==> config.mk <==
export PLATFORM = sky130hd
export DESIGN_NAME = axi4l_req_arbiter_flat
export DESIGN_NICKNAME = d
export VERILOG_FILES = /design/src/rtl/axi4l_req_arbiter_if.sv /design/src/rtl/axi4l_req_arbiter.sv /design/src/flat_wrapper.sv
export SDC_FILE = /design/constraint.sdc
export NUM_CORES = 1
export LEC_CHECK = 0
export CAP_MARGIN = 20
export CORE_AREA = 2 2 179 181
export CTS_CLUSTER_DIAMETER = 100
export CTS_CLUSTER_SIZE = 30
export DETAILED_ROUTE_END_ITERATION = 10
export DIE_AREA = 0 0 181 183
export PLACE_DENSITY = 0.51
export REMOVE_ABC_BUFFERS = 1
export SLEW_MARGIN = 20
export SYNTH_ARGS = -nofsm -noshare
export SYNTH_HDL_FRONTEND = slang
export SYNTH_SLANG_ARGS = --single-unit
==> constraint.sdc <==
create_clock -name aclk -period 2.5 [get_ports aclk]
set_input_delay 0.5 -clock aclk [delete_from_list [all_inputs] [get_ports aclk]]
set_output_delay 0.5 -clock aclk [all_outputs]
set_load 0.01 [all_outputs]
==> src/rtl/axi4l_req_arbiter_if.sv <==
// AXI4-Lite bundle shared between the request arbiter (master) and a slave.
// Single-beat transfers only; no burst or ID signals.
interface axi4l_if #(
  parameter int ADDR_WIDTH = 32,
  parameter int DATA_WIDTH = 32
);
  logic                      awvalid;
  logic                      awready;
  logic [ADDR_WIDTH-1:0]     awaddr;
  logic [2:0]                awprot;
  logic                      wvalid;
  logic                      wready;
  logic [DATA_WIDTH-1:0]     wdata;
  logic [DATA_WIDTH/8-1:0]   wstrb;
  logic                      bvalid;
  logic                      bready;
  logic [1:0]                bresp;
  logic                      arvalid;
  logic                      arready;
  logic [ADDR_WIDTH-1:0]     araddr;
  logic [2:0]                arprot;
  logic                      rvalid;
  logic                      rready;
  logic [DATA_WIDTH-1:0]     rdata;
  logic [1:0]                rresp;

  modport master (
    output awvalid, awaddr, awprot, wvalid, wdata, wstrb, bready, arvalid, araddr, arprot, rready,
    input  awready, wready, bvalid, bresp, arready, rvalid, rdata, rresp
  );

  modport slave (
    input  awvalid, awaddr, awprot, wvalid, wdata, wstrb, bready, arvalid, araddr, arprot, rready,
    output awready, wready, bvalid, bresp, arready, rvalid, rdata, rresp
  );
endinterface

==> src/rtl/axi4l_req_arbiter.sv <==
// Round-robin arbiter sharing one AXI4-Lite master among NUM_REQ single-beat clients.
// Handshake: a transfer happens on the rising edge where valid and ready are both high.
module axi4l_req_arbiter #(
  parameter int NUM_REQ    = 4,
  parameter int DATA_WIDTH = 32,
  parameter int ADDR_WIDTH = 32
) (
  input  logic                          aclk,
  input  logic                          areset,
  input  logic [NUM_REQ-1:0]            req_valid,
  input  logic [NUM_REQ-1:0]            req_write,
  input  logic [NUM_REQ*ADDR_WIDTH-1:0] req_addr,
  input  logic [NUM_REQ*DATA_WIDTH-1:0] req_wdata,
  output logic [NUM_REQ-1:0]            req_ready,
  output logic [NUM_REQ-1:0]            rsp_valid,
  output logic [DATA_WIDTH-1:0]         rsp_rdata,
  output logic [1:0]                    rsp_resp,
  output logic                          busy,
  output logic [2:0]                    dbg_state,
  axi4l_if.master                       m_axi
);
  localparam int IW = $clog2(NUM_REQ);

  typedef enum logic [2:0] {
    S_IDLE  = 3'd0,
    S_WR    = 3'd1,
    S_WRESP = 3'd2,
    S_RD    = 3'd3,
    S_RDATA = 3'd4
  } state_e;

  state_e                  state_q, state_d;
  logic [IW-1:0]           last_q, last_d;
  logic [IW-1:0]           gnt_q, gnt_d;
  logic [ADDR_WIDTH-1:0]   addr_q, addr_d;
  logic [DATA_WIDTH-1:0]   wdata_q, wdata_d;
  logic                    aw_done_q, aw_done_d;
  logic                    w_done_q, w_done_d;
  logic [NUM_REQ-1:0]      rsp_valid_q, rsp_valid_d;
  logic [DATA_WIDTH-1:0]   rsp_rdata_q, rsp_rdata_d;
  logic [1:0]              rsp_resp_q, rsp_resp_d;
  logic [IW-1:0]           pick;
  logic                    pick_vld;
  logic                    aw_hs, w_hs;

  // First valid requester scanning upward from last+1 with wrap-around.
  always_comb begin
    int idx;
    idx      = 0;
    pick     = '0;
    pick_vld = 1'b0;
    for (int k = 1; k <= NUM_REQ; k++) begin
      idx = int'(last_q) + k;
      if (idx >= NUM_REQ) idx = idx - NUM_REQ;
      if (!pick_vld && req_valid[idx]) begin
        pick_vld = 1'b1;
        pick     = IW'(idx);
      end
    end
  end

  assign aw_hs = m_axi.awvalid && m_axi.awready;
  assign w_hs  = m_axi.wvalid && m_axi.wready;

  always_comb begin
    state_d     = state_q;
    last_d      = last_q;
    gnt_d       = gnt_q;
    addr_d      = addr_q;
    wdata_d     = wdata_q;
    aw_done_d   = aw_done_q;
    w_done_d    = w_done_q;
    rsp_valid_d = '0;
    rsp_rdata_d = rsp_rdata_q;
    rsp_resp_d  = rsp_resp_q;
    req_ready   = '0;
    case (state_q)
      S_IDLE: begin
        if (pick_vld) begin
          req_ready[pick] = !areset;
          last_d          = pick;
          gnt_d           = pick;
          addr_d          = req_addr[pick*ADDR_WIDTH +: ADDR_WIDTH];
          wdata_d         = req_wdata[pick*DATA_WIDTH +: DATA_WIDTH];
          aw_done_d       = 1'b0;
          w_done_d        = 1'b0;
          state_d         = req_write[pick] ? S_WR : S_RD;
        end
      end
      S_WR: begin
        // AW and W complete independently, in either order or together.
        aw_done_d = aw_done_q | aw_hs;
        w_done_d  = w_done_q | w_hs;
        if (aw_done_d && w_done_d) state_d = S_WRESP;
      end
      S_WRESP: begin
        if (m_axi.bvalid) begin
          state_d            = S_IDLE;
          rsp_valid_d[gnt_q] = 1'b1;
          rsp_resp_d         = m_axi.bresp;
          rsp_rdata_d        = '0;
        end
      end
      S_RD: begin
        if (m_axi.arready) state_d = S_RDATA;
      end
      S_RDATA: begin
        if (m_axi.rvalid) begin
          state_d            = S_IDLE;
          rsp_valid_d[gnt_q] = 1'b1;
          rsp_resp_d         = m_axi.rresp;
          rsp_rdata_d        = m_axi.rdata;
        end
      end
      default: state_d = S_IDLE;
    endcase
  end

  always_ff @(posedge aclk) begin
    if (areset) begin
      state_q     <= S_IDLE;
      last_q      <= IW'(NUM_REQ - 1);
      gnt_q       <= '0;
      addr_q      <= '0;
      wdata_q     <= '0;
      aw_done_q   <= 1'b0;
      w_done_q    <= 1'b0;
      rsp_valid_q <= '0;
      rsp_rdata_q <= '0;
      rsp_resp_q  <= '0;
    end else begin
      state_q     <= state_d;
      last_q      <= last_d;
      gnt_q       <= gnt_d;
      addr_q      <= addr_d;
      wdata_q     <= wdata_d;
      aw_done_q   <= aw_done_d;
      w_done_q    <= w_done_d;
      rsp_valid_q <= rsp_valid_d;
      rsp_rdata_q <= rsp_rdata_d;
      rsp_resp_q  <= rsp_resp_d;
    end
  end

  // Bus outputs depend only on registered state, never on req_* inputs.
  assign m_axi.awvalid = (state_q == S_WR) && !aw_done_q;
  assign m_axi.wvalid  = (state_q == S_WR) && !w_done_q;
  assign m_axi.bready  = (state_q == S_WRESP);
  assign m_axi.arvalid = (state_q == S_RD);
  assign m_axi.rready  = (state_q == S_RDATA);
  assign m_axi.awaddr  = addr_q;
  assign m_axi.araddr  = addr_q;
  assign m_axi.wdata   = wdata_q;
  assign m_axi.wstrb   = '1;
  assign m_axi.awprot  = 3'b000;
  assign m_axi.arprot  = 3'b000;

  assign rsp_valid = rsp_valid_q;
  assign rsp_rdata = rsp_rdata_q;
  assign rsp_resp  = rsp_resp_q;
  assign busy      = (state_q != S_IDLE);
  assign dbg_state = state_q;
endmodule

==> src/flat_wrapper.sv <==
// flat-port wrapper written by rule: the top's interface ports become plain ports
module axi4l_req_arbiter_flat 
#(
  parameter int NUM_REQ    = 4,
  parameter int DATA_WIDTH = 32,
  parameter int ADDR_WIDTH = 32
)
  (aclk, areset, req_valid, req_write, req_addr, req_wdata, req_ready, rsp_valid, rsp_rdata, rsp_resp, busy, dbg_state, m_axi_awvalid, m_axi_awaddr, m_axi_awprot, m_axi_wvalid, m_axi_wdata, m_axi_wstrb, m_axi_bready, m_axi_arvalid, m_axi_araddr, m_axi_arprot, m_axi_rready, m_axi_awready, m_axi_wready, m_axi_bvalid, m_axi_bresp, m_axi_arready, m_axi_rvalid, m_axi_rdata, m_axi_rresp);
  axi4l_if #(.ADDR_WIDTH(ADDR_WIDTH), .DATA_WIDTH(DATA_WIDTH)) m_axi_i ();
  input  logic aclk;
  input  logic areset;
  input  logic [NUM_REQ-1:0] req_valid;
  input  logic [NUM_REQ-1:0] req_write;
  input  logic [NUM_REQ*ADDR_WIDTH-1:0] req_addr;
  input  logic [NUM_REQ*DATA_WIDTH-1:0] req_wdata;
  output logic [NUM_REQ-1:0] req_ready;
  output logic [NUM_REQ-1:0] rsp_valid;
  output logic [DATA_WIDTH-1:0] rsp_rdata;
  output logic [1:0] rsp_resp;
  output logic busy;
  output logic [2:0] dbg_state;
  output wire logic [$bits(m_axi_i.awvalid)-1:0] m_axi_awvalid;
  output wire logic [$bits(m_axi_i.awaddr)-1:0] m_axi_awaddr;
  output wire logic [$bits(m_axi_i.awprot)-1:0] m_axi_awprot;
  output wire logic [$bits(m_axi_i.wvalid)-1:0] m_axi_wvalid;
  output wire logic [$bits(m_axi_i.wdata)-1:0] m_axi_wdata;
  output wire logic [$bits(m_axi_i.wstrb)-1:0] m_axi_wstrb;
  output wire logic [$bits(m_axi_i.bready)-1:0] m_axi_bready;
  output wire logic [$bits(m_axi_i.arvalid)-1:0] m_axi_arvalid;
  output wire logic [$bits(m_axi_i.araddr)-1:0] m_axi_araddr;
  output wire logic [$bits(m_axi_i.arprot)-1:0] m_axi_arprot;
  output wire logic [$bits(m_axi_i.rready)-1:0] m_axi_rready;
  input wire logic [$bits(m_axi_i.awready)-1:0] m_axi_awready;
  input wire logic [$bits(m_axi_i.wready)-1:0] m_axi_wready;
  input wire logic [$bits(m_axi_i.bvalid)-1:0] m_axi_bvalid;
  input wire logic [$bits(m_axi_i.bresp)-1:0] m_axi_bresp;
  input wire logic [$bits(m_axi_i.arready)-1:0] m_axi_arready;
  input wire logic [$bits(m_axi_i.rvalid)-1:0] m_axi_rvalid;
  input wire logic [$bits(m_axi_i.rdata)-1:0] m_axi_rdata;
  input wire logic [$bits(m_axi_i.rresp)-1:0] m_axi_rresp;
  assign m_axi_awvalid = m_axi_i.awvalid;
  assign m_axi_awaddr = m_axi_i.awaddr;
  assign m_axi_awprot = m_axi_i.awprot;
  assign m_axi_wvalid = m_axi_i.wvalid;
  assign m_axi_wdata = m_axi_i.wdata;
  assign m_axi_wstrb = m_axi_i.wstrb;
  assign m_axi_bready = m_axi_i.bready;
  assign m_axi_arvalid = m_axi_i.arvalid;
  assign m_axi_araddr = m_axi_i.araddr;
  assign m_axi_arprot = m_axi_i.arprot;
  assign m_axi_rready = m_axi_i.rready;
  assign m_axi_i.awready = m_axi_awready;
  assign m_axi_i.wready = m_axi_wready;
  assign m_axi_i.bvalid = m_axi_bvalid;
  assign m_axi_i.bresp = m_axi_bresp;
  assign m_axi_i.arready = m_axi_arready;
  assign m_axi_i.rvalid = m_axi_rvalid;
  assign m_axi_i.rdata = m_axi_rdata;
  assign m_axi_i.rresp = m_axi_rresp;
  axi4l_req_arbiter #(.NUM_REQ(NUM_REQ), .DATA_WIDTH(DATA_WIDTH), .ADDR_WIDTH(ADDR_WIDTH)) u_core (.aclk(aclk), .areset(areset), .req_valid(req_valid), .req_write(req_write), .req_addr(req_addr), .req_wdata(req_wdata), .req_ready(req_ready), .rsp_valid(rsp_valid), .rsp_rdata(rsp_rdata), .rsp_resp(rsp_resp), .busy(busy), .dbg_state(dbg_state), .m_axi(m_axi_i));
endmodule
# Yosys cells after proc, flatten, opt, wreduce, memory -nomap -nowiden
# Cells that the tools add are included.
[word_totals] out_inout_bits=157 regBits=111 word_cells=119 in_bits=307
[classes] n_reduce_logical=24 n_lt_le_gt_ge=12 add_sub_neg=8 n_mux=51 bitwise=3 n_eq_ne=9 shifts=2
[op_table] op="128-bit by 8-bit indexed part select with 32-bit output" count=2
[op_table] op="32-bit two-way mux" count=6
[op_table] op="32-bit by 4-bit greater-or-equal comparator with 1-bit output, second input constant" count=4
[op_table] op="32-bit by 4-bit less-than comparator with 1-bit output, second input constant" count=4
[op_table] op="32-bit by 4-bit subtractor with 32-bit output, second input constant" count=4
[op_table] op="32-bit one-hot mux with 2 select lines" count=1
[op_table] op="1-bit two-way mux" count=16
[op_table] op="4-bit two-way mux" count=4
[op_table] op="3-bit two-way mux" count=5
[op_table] op="3-bit one-hot mux with 5 select lines" count=1
[op_table] op="2-bit two-way mux" count=7
[op_table] op="1-bit binary-select mux with 2-bit select" count=5
[op_table] op="1-bit logical AND" count=10
[op_table] op="2-bit by 1-bit != test with 1-bit output, second input constant" count=5
[op_table] op="4-bit one-hot mux with 2 select lines" count=1
[op_table] op="2-bit by 2-bit adder with 3-bit output, second input constant" count=2
[op_table] op="3-bit by 2-bit == test with 1-bit output, second input constant" count=2
[op_table] op="1-bit zero test" count=6
[op_table] op="2-bit by 3-bit less-than comparator with 1-bit output, second input constant" count=2
[op_table] op="5-bit AND reduction" count=1
[op_table] op="2-bit by 3-bit adder with 4-bit output, second input constant" count=1
[op_table] op="4-bit bitwise AND" count=1
[op_table] op="1-bit demux with 2-bit select" count=2
[op_table] op="2-bit by 1-bit greater-or-equal comparator with 1-bit output, second input constant" count=2
[op_table] op="other kinds (11)" count=15

# Longest topological paths before layout
[logic_depth] depth_word=23 depth_mapped=8 ltp_nobuf=5

# Worst setup path before layout
# OpenSTA, ideal clock, no wires.
[synth_timing] path_type="register -> output" from="register u_core.state_q[1], in the netlist u_core.dbg_state[1]" to="output port req_ready[1]" path_buffers=3 arrival_time_ps=1882 required_time_ps=2000 setup_slack_ps=118 path_stages_with_launch=8 path_cell_list="dfxtp_1 buf_2 or3_1 and2b_1 nand2b_1 buf_6 buf_6 nor3b_1"
[synth_between] elab_chain_cells=2
[synth_rtl] element="start, declared" line_no="axi4l_req_arbiter.sv:32" text="state_e state_q, state_d;"
[synth_rtl] element="start signal, assigned" line_no="axi4l_req_arbiter.sv:132" text="state_q <= state_d;"
[synth_rtl] element="3-bit zero test" line_no="axi4l_req_arbiter.sv:77" text="case (state_q)"
[synth_rtl] element="4-bit two-way mux" line_no="axi4l_req_arbiter.sv:77"
[synth_rtl] element="end, declared" line_no="flat_wrapper.sv:16" text="output logic [NUM_REQ-1:0] req_ready;"
# Every way passes these cells.

# Worst setup path after layout
[layout_timing] from="input port req_valid[0]" to="output port req_ready[1]"
[layout_between] elab_chain_cells=20 word_cells_on_any_way=34 cone_classes="order compare: 2; mux: 24; bitwise: 1; reduce/logical: 7"
[layout_rtl] element="start, declared" line_no="flat_wrapper.sv:12" text="input logic [NUM_REQ-1:0] req_valid;"
[layout_rtl] element="1-bit binary-select mux with 2-bit select" line_no="axi4l_req_arbiter.sv:55" text="if (!pick_vld && req_valid[idx]) begin"
[layout_rtl] element="1-bit two-way mux (not written as such) (2 in a row)" line_no="axi4l_req_arbiter.sv:55"
[layout_rtl] element="1-bit two-way mux" line_no="axi4l_req_arbiter.sv:55"
[layout_rtl] element="1-bit zero test" line_no="axi4l_req_arbiter.sv:55"
[layout_rtl] element="1-bit logical AND" line_no="axi4l_req_arbiter.sv:55"
[layout_rtl] element="1-bit two-way mux" line_no="axi4l_req_arbiter.sv:55"
[layout_rtl] element="1-bit zero test" line_no="axi4l_req_arbiter.sv:55"
[layout_rtl] element="1-bit logical AND" line_no="axi4l_req_arbiter.sv:55"
[layout_rtl] element="(+3 left out)"
[layout_rtl] element="2-bit two-way mux" line_no="axi4l_req_arbiter.sv:55"
[layout_rtl] element="2-bit by 3-bit less-than comparator with 1-bit output (not written as such) or 2-bit by 1-bit greater-or-equal comparator with 1-bit output (tied branches)" line_no="axi4l_req_arbiter.sv:80" text="req_ready[pick] = !areset;"
[layout_rtl] element="1-bit logical AND (not written as such)" line_no="axi4l_req_arbiter.sv:80"
[layout_rtl] element="1-bit two-way mux (not written as such)" line_no="axi4l_req_arbiter.sv:80"
[layout_rtl] element="1-bit demux with 2-bit select"
[layout_rtl] element="4-bit bitwise AND (no source line)"
[layout_rtl] element="4-bit two-way mux (*)" line_no="axi4l_req_arbiter.sv:79" text="if (pick_vld) begin"
[layout_rtl] element="4-bit two-way mux (*)" line_no="axi4l_req_arbiter.sv:77"
# Every way passes the cells marked *; elsewhere a longest branch is shown, timed or not. The select of a mux whose other input is x is not followed.

==> flow_metrics.env <==
export IMPL_tns_ns=0
export IMPL_grt_pass1_vias=6577
export IMPL_antenna_found_initial=1
export IMPL_synth_edf_count=0
export IMPL_nFillCells=3161
export IMPL_end_kind="output pin"
export IMPL_io_pins=464
export IMPL_hpwlAfterDp_um=21000
export IMPL_cts_max_path_buffers=2
export IMPL_synth_most_common_cell="mux2i_1"
export IMPL_cts_made_buffers=9
export IMPL_synth_adder_area_share_pct=0
export IMPL_arrival_ns=1.91
export IMPL_synth_top_family_by_area="multiplexers"
export IMPL_postLayoutCellArea_mm2=0.0116
export IMPL_fin_cells=1490
export IMPL_wl_per_cell_um=18.3
export IMPL_hold_violations=0
export IMPL_finalNetCount=1389
export IMPL_skew_ns=0.0112
export IMPL_drive_gt1_share_pct=12.0
export IMPL_rrSetupSlack_ns=0.24
export IMPL_slew_violations=0
export IMPL_syn2layout_area_growth_pct=77.2
export IMPL_max_stage_delay_ns=0.49
export IMPL_die_area_mm2=0.0331
export IMPL_grt_pass1_wl_um=40500
export IMPL_port_buffers=453
export IMPL_p_int_w=0.00571
export IMPL_pwr_density_cell_mw_per_mm2=775
export IMPL_core_area_mm2=0.0312
export IMPL_clkSinkCount=111
export IMPL_drcViolationCount=0
export IMPL_yosysSeqAreaShare_pct=34.0
export IMPL_clock_latency_ns=0.36
export IMPL_status="finished clean"
export IMPL_worstPathCellList="dlygate4sd2_1 -> or4_4 -> and2b_2 -> nand2b_4 -> nor3b_1 -> buf_4 -> buf_2"
export IMPL_start_util_pct=20.9
export IMPL_final_seq_area_mm2=0.00222
export IMPL_grt_max_degree=69
export IMPL_synth_common_cells="mux2i_1, dfxtp_1, nand3b_1"
export IMPL_synth_compound_area_share_pct=11.1
export IMPL_clkTransAtPathRegs_ns=0.08
export IMPL_slew_headroom_pct=50.6
export IMPL_min_period_ns=2.41
export IMPL_pwr_share_clk_pct=16.7
export IMPL_vias=6479
export IMPL_cts_tree="yes"
export IMPL_dr_first_iter_drc_count=175
export IMPL_power_switching_w=0.00327
export IMPL_gp_congestion=0.742
export IMPL_vdd_drop_max_uv=390
export IMPL_synth_distinct_cells=40
export IMPL_min_path_type="reg2reg"
export IMPL_synth_top_area_share_pct=34.0
export IMPL_fin_util_pct=37.1
export IMPL_fp_dieH_um=183
export IMPL_worstSetupStartpointType="input pin"
export IMPL_synth_largest_area_cell="dfxtp_1"
export IMPL_synth_xor_area_share_pct=0
export IMPL_dp_cells=1472
export IMPL_critPathSlowestCell="or4_4"
export IMPL_rows=65
export IMPL_finalCritPeriodShare_pct=96.5
export IMPL_chipWidth_um=181
export IMPL_critPathBufInv=3
export IMPL_drtPass1Iterations=4
export IMPL_leakage_nw=4.31
export IMPL_muxShareOfSynthArea_pct=31.4
export IMPL_critical_path_top_delay_family="simple AND/OR/NAND/NOR gates"
export IMPL_whs_ns=0.477
export IMPL_synth_area_top_cells="dfxtp_1, mux2i_1, mux2_2"
export IMPL_synth_seq_cells=111
export IMPL_grt_setup_unrepaired="no"
export IMPL_cp_max_fo=5
export IMPL_synth_ff_type="dfxtp_1"
export IMPL_worst_slew_pin_slew_ns=0.741
export IMPL_vias_per_cell=4.35
export IMPL_synth_simple_area_share_pct=13.3
export IMPL_ant_nets=0
export IMPL_required_ns=2.00
export IMPL_root_buffer="clkbuf_16"
export IMPL_setup_viol=0
export IMPL_syn_area_mm2=0.00653
export IMPL_syn_inst=675
export IMPL_worst_setup_path_type="in2out"
export IMPL_comb_power_share_pct=55.2
export IMPL_cts_max_level=3
export IMPL_fmax_mhz=414
export IMPL_switching_share_pct=36.4
export IMPL_multi_input_area_mm2=0.00371
export IMPL_overflow=0
export IMPL_power_frac_seq_pct=28.2
export IMPL_async_flop_share_pct=0
export IMPL_grt_use_total_pct=15.9
export IMPL_cap_viol_max_count=0
export IMPL_drt_total_wl_um=27300
export IMPL_syn_avg_cell_area_um2=9.68
export IMPL_postPlaceCellArea_mm2=0.0113
export IMPL_synth_warnings=0
## state kept, by name (all words and copies together), names as in the netlist
register	cells
u_core.m_axi.wdata	32
u_core.aw_done_q	1
u_core.w_done_q	1
u_core.last_q	2
u_core.rsp_resp	2
u_core.rsp_valid	4
u_core.rsp_rdata	32
u_core.m_axi.araddr	32
u_core.dbg_state	3
u_core.gnt_q	2
## what timing repair did
item                                    CTS  global route
gates cloned                              0             0
hold buffers                              0             0
hold endpoints to repair                  0             0
gates resized for setup                  23             4
endpoints found under the setup margin   51             5
buffers inserted                          1             0
## cell families (layout without fill, tap and decap cells)
kind of cell / Yosys count / count (layout)
compound gates: 120 / 120
buf+inv: 103 / 507
flops: 111 / 111
mux: 197 / 197
other cells: 2 / 11
simple gates: 142 / 142
## through the flow
step	total power (W)	setup WS, ns
after floorplan	0.00504	-2.39
after detailed placement	0.00760	-0.641
after global routing	0.00955	0.00688
final	0.00898	0.0863
after global placement	0.00759	-0.691
after CTS	0.00916	0.0343
## placed cells by master (no fill, tap or decap), types with 2 or more instances in the layout
cell             instances
a21oi_1                 10
a22oi_1                 32
buf_12                   4
buf_2                    3
buf_4                   32
clkbuf_16                9
clkdlybuf4s50_1        444
clkinv_4                 2
conb_1                  10
dfxtp_1                111
dlygate4sd2_1            2
inv_1                    2
inv_6                    2
inv_8                    2
mux2_2                  64
mux2i_1                133
nand2b_1                 2
nand2b_4                 2
nand3b_1                67
nor2_1                  48
nor2b_1                  2
nor3_1                   4
nor3b_1                  3
nor4b_1                  2
o21ai_0                  2
o21ai_1                 65
or3_1                    2
## tightest hold or removal path, cell delays in order (launching register included)
cell and delay (ns):
dfxtp_1 0.31, nand3b_1 0.07, o21ai_1 0.05
## power by group through the flow
stage / sequential (W) / combinational [W] / clock (W)
6_report: 0.00253 / 0.00495 / 0.00150
5_1_grt: 0.00259 / 0.00533 / 0.00163
4_1_cts: 0.00254 / 0.00504 / 0.00158
3_5_place_dp: 0.00257 / 0.00503 / 0
3_3_place_gp: 0.00257 / 0.00502 / 0
2_1_floorplan: 0.00281 / 0.00223 / 0
## layout make-up
class                   instances  area share [%]
repair buffers                489            41.7
multi-input cells             469            32.1
flip-flops and latches        111            19.2
well taps                     402            4.34
inverters                       2          0.0648
clock buffers                  10            2.06
diodes                          1          0.0216
clock inverters                 6           0.497
## final timing paths
| path | start | end | cells past startpoint |
|---|---|---|---|
| hold reg to reg | u_core.m_axi.wdata[17] | u_core.m_axi.wdata[17] | 2 |
| setup / recovery | req_valid[0] | req_ready[1] | 7 |
| setup reg to reg | u_core.last_q[0] | u_core.m_axi.wdata[20] | 8 |
| hold / removal | u_core.m_axi.wdata[17] | u_core.m_axi.wdata[17] | 2 |
## layer usage
metal	GRT usage [%]	part of all wire (%)
met1	18.6	41
met2	28.4	49
met3	5.18	8.4
met4	3.06	0.94
met5	0	0
(Power assumes the default switching activity.)
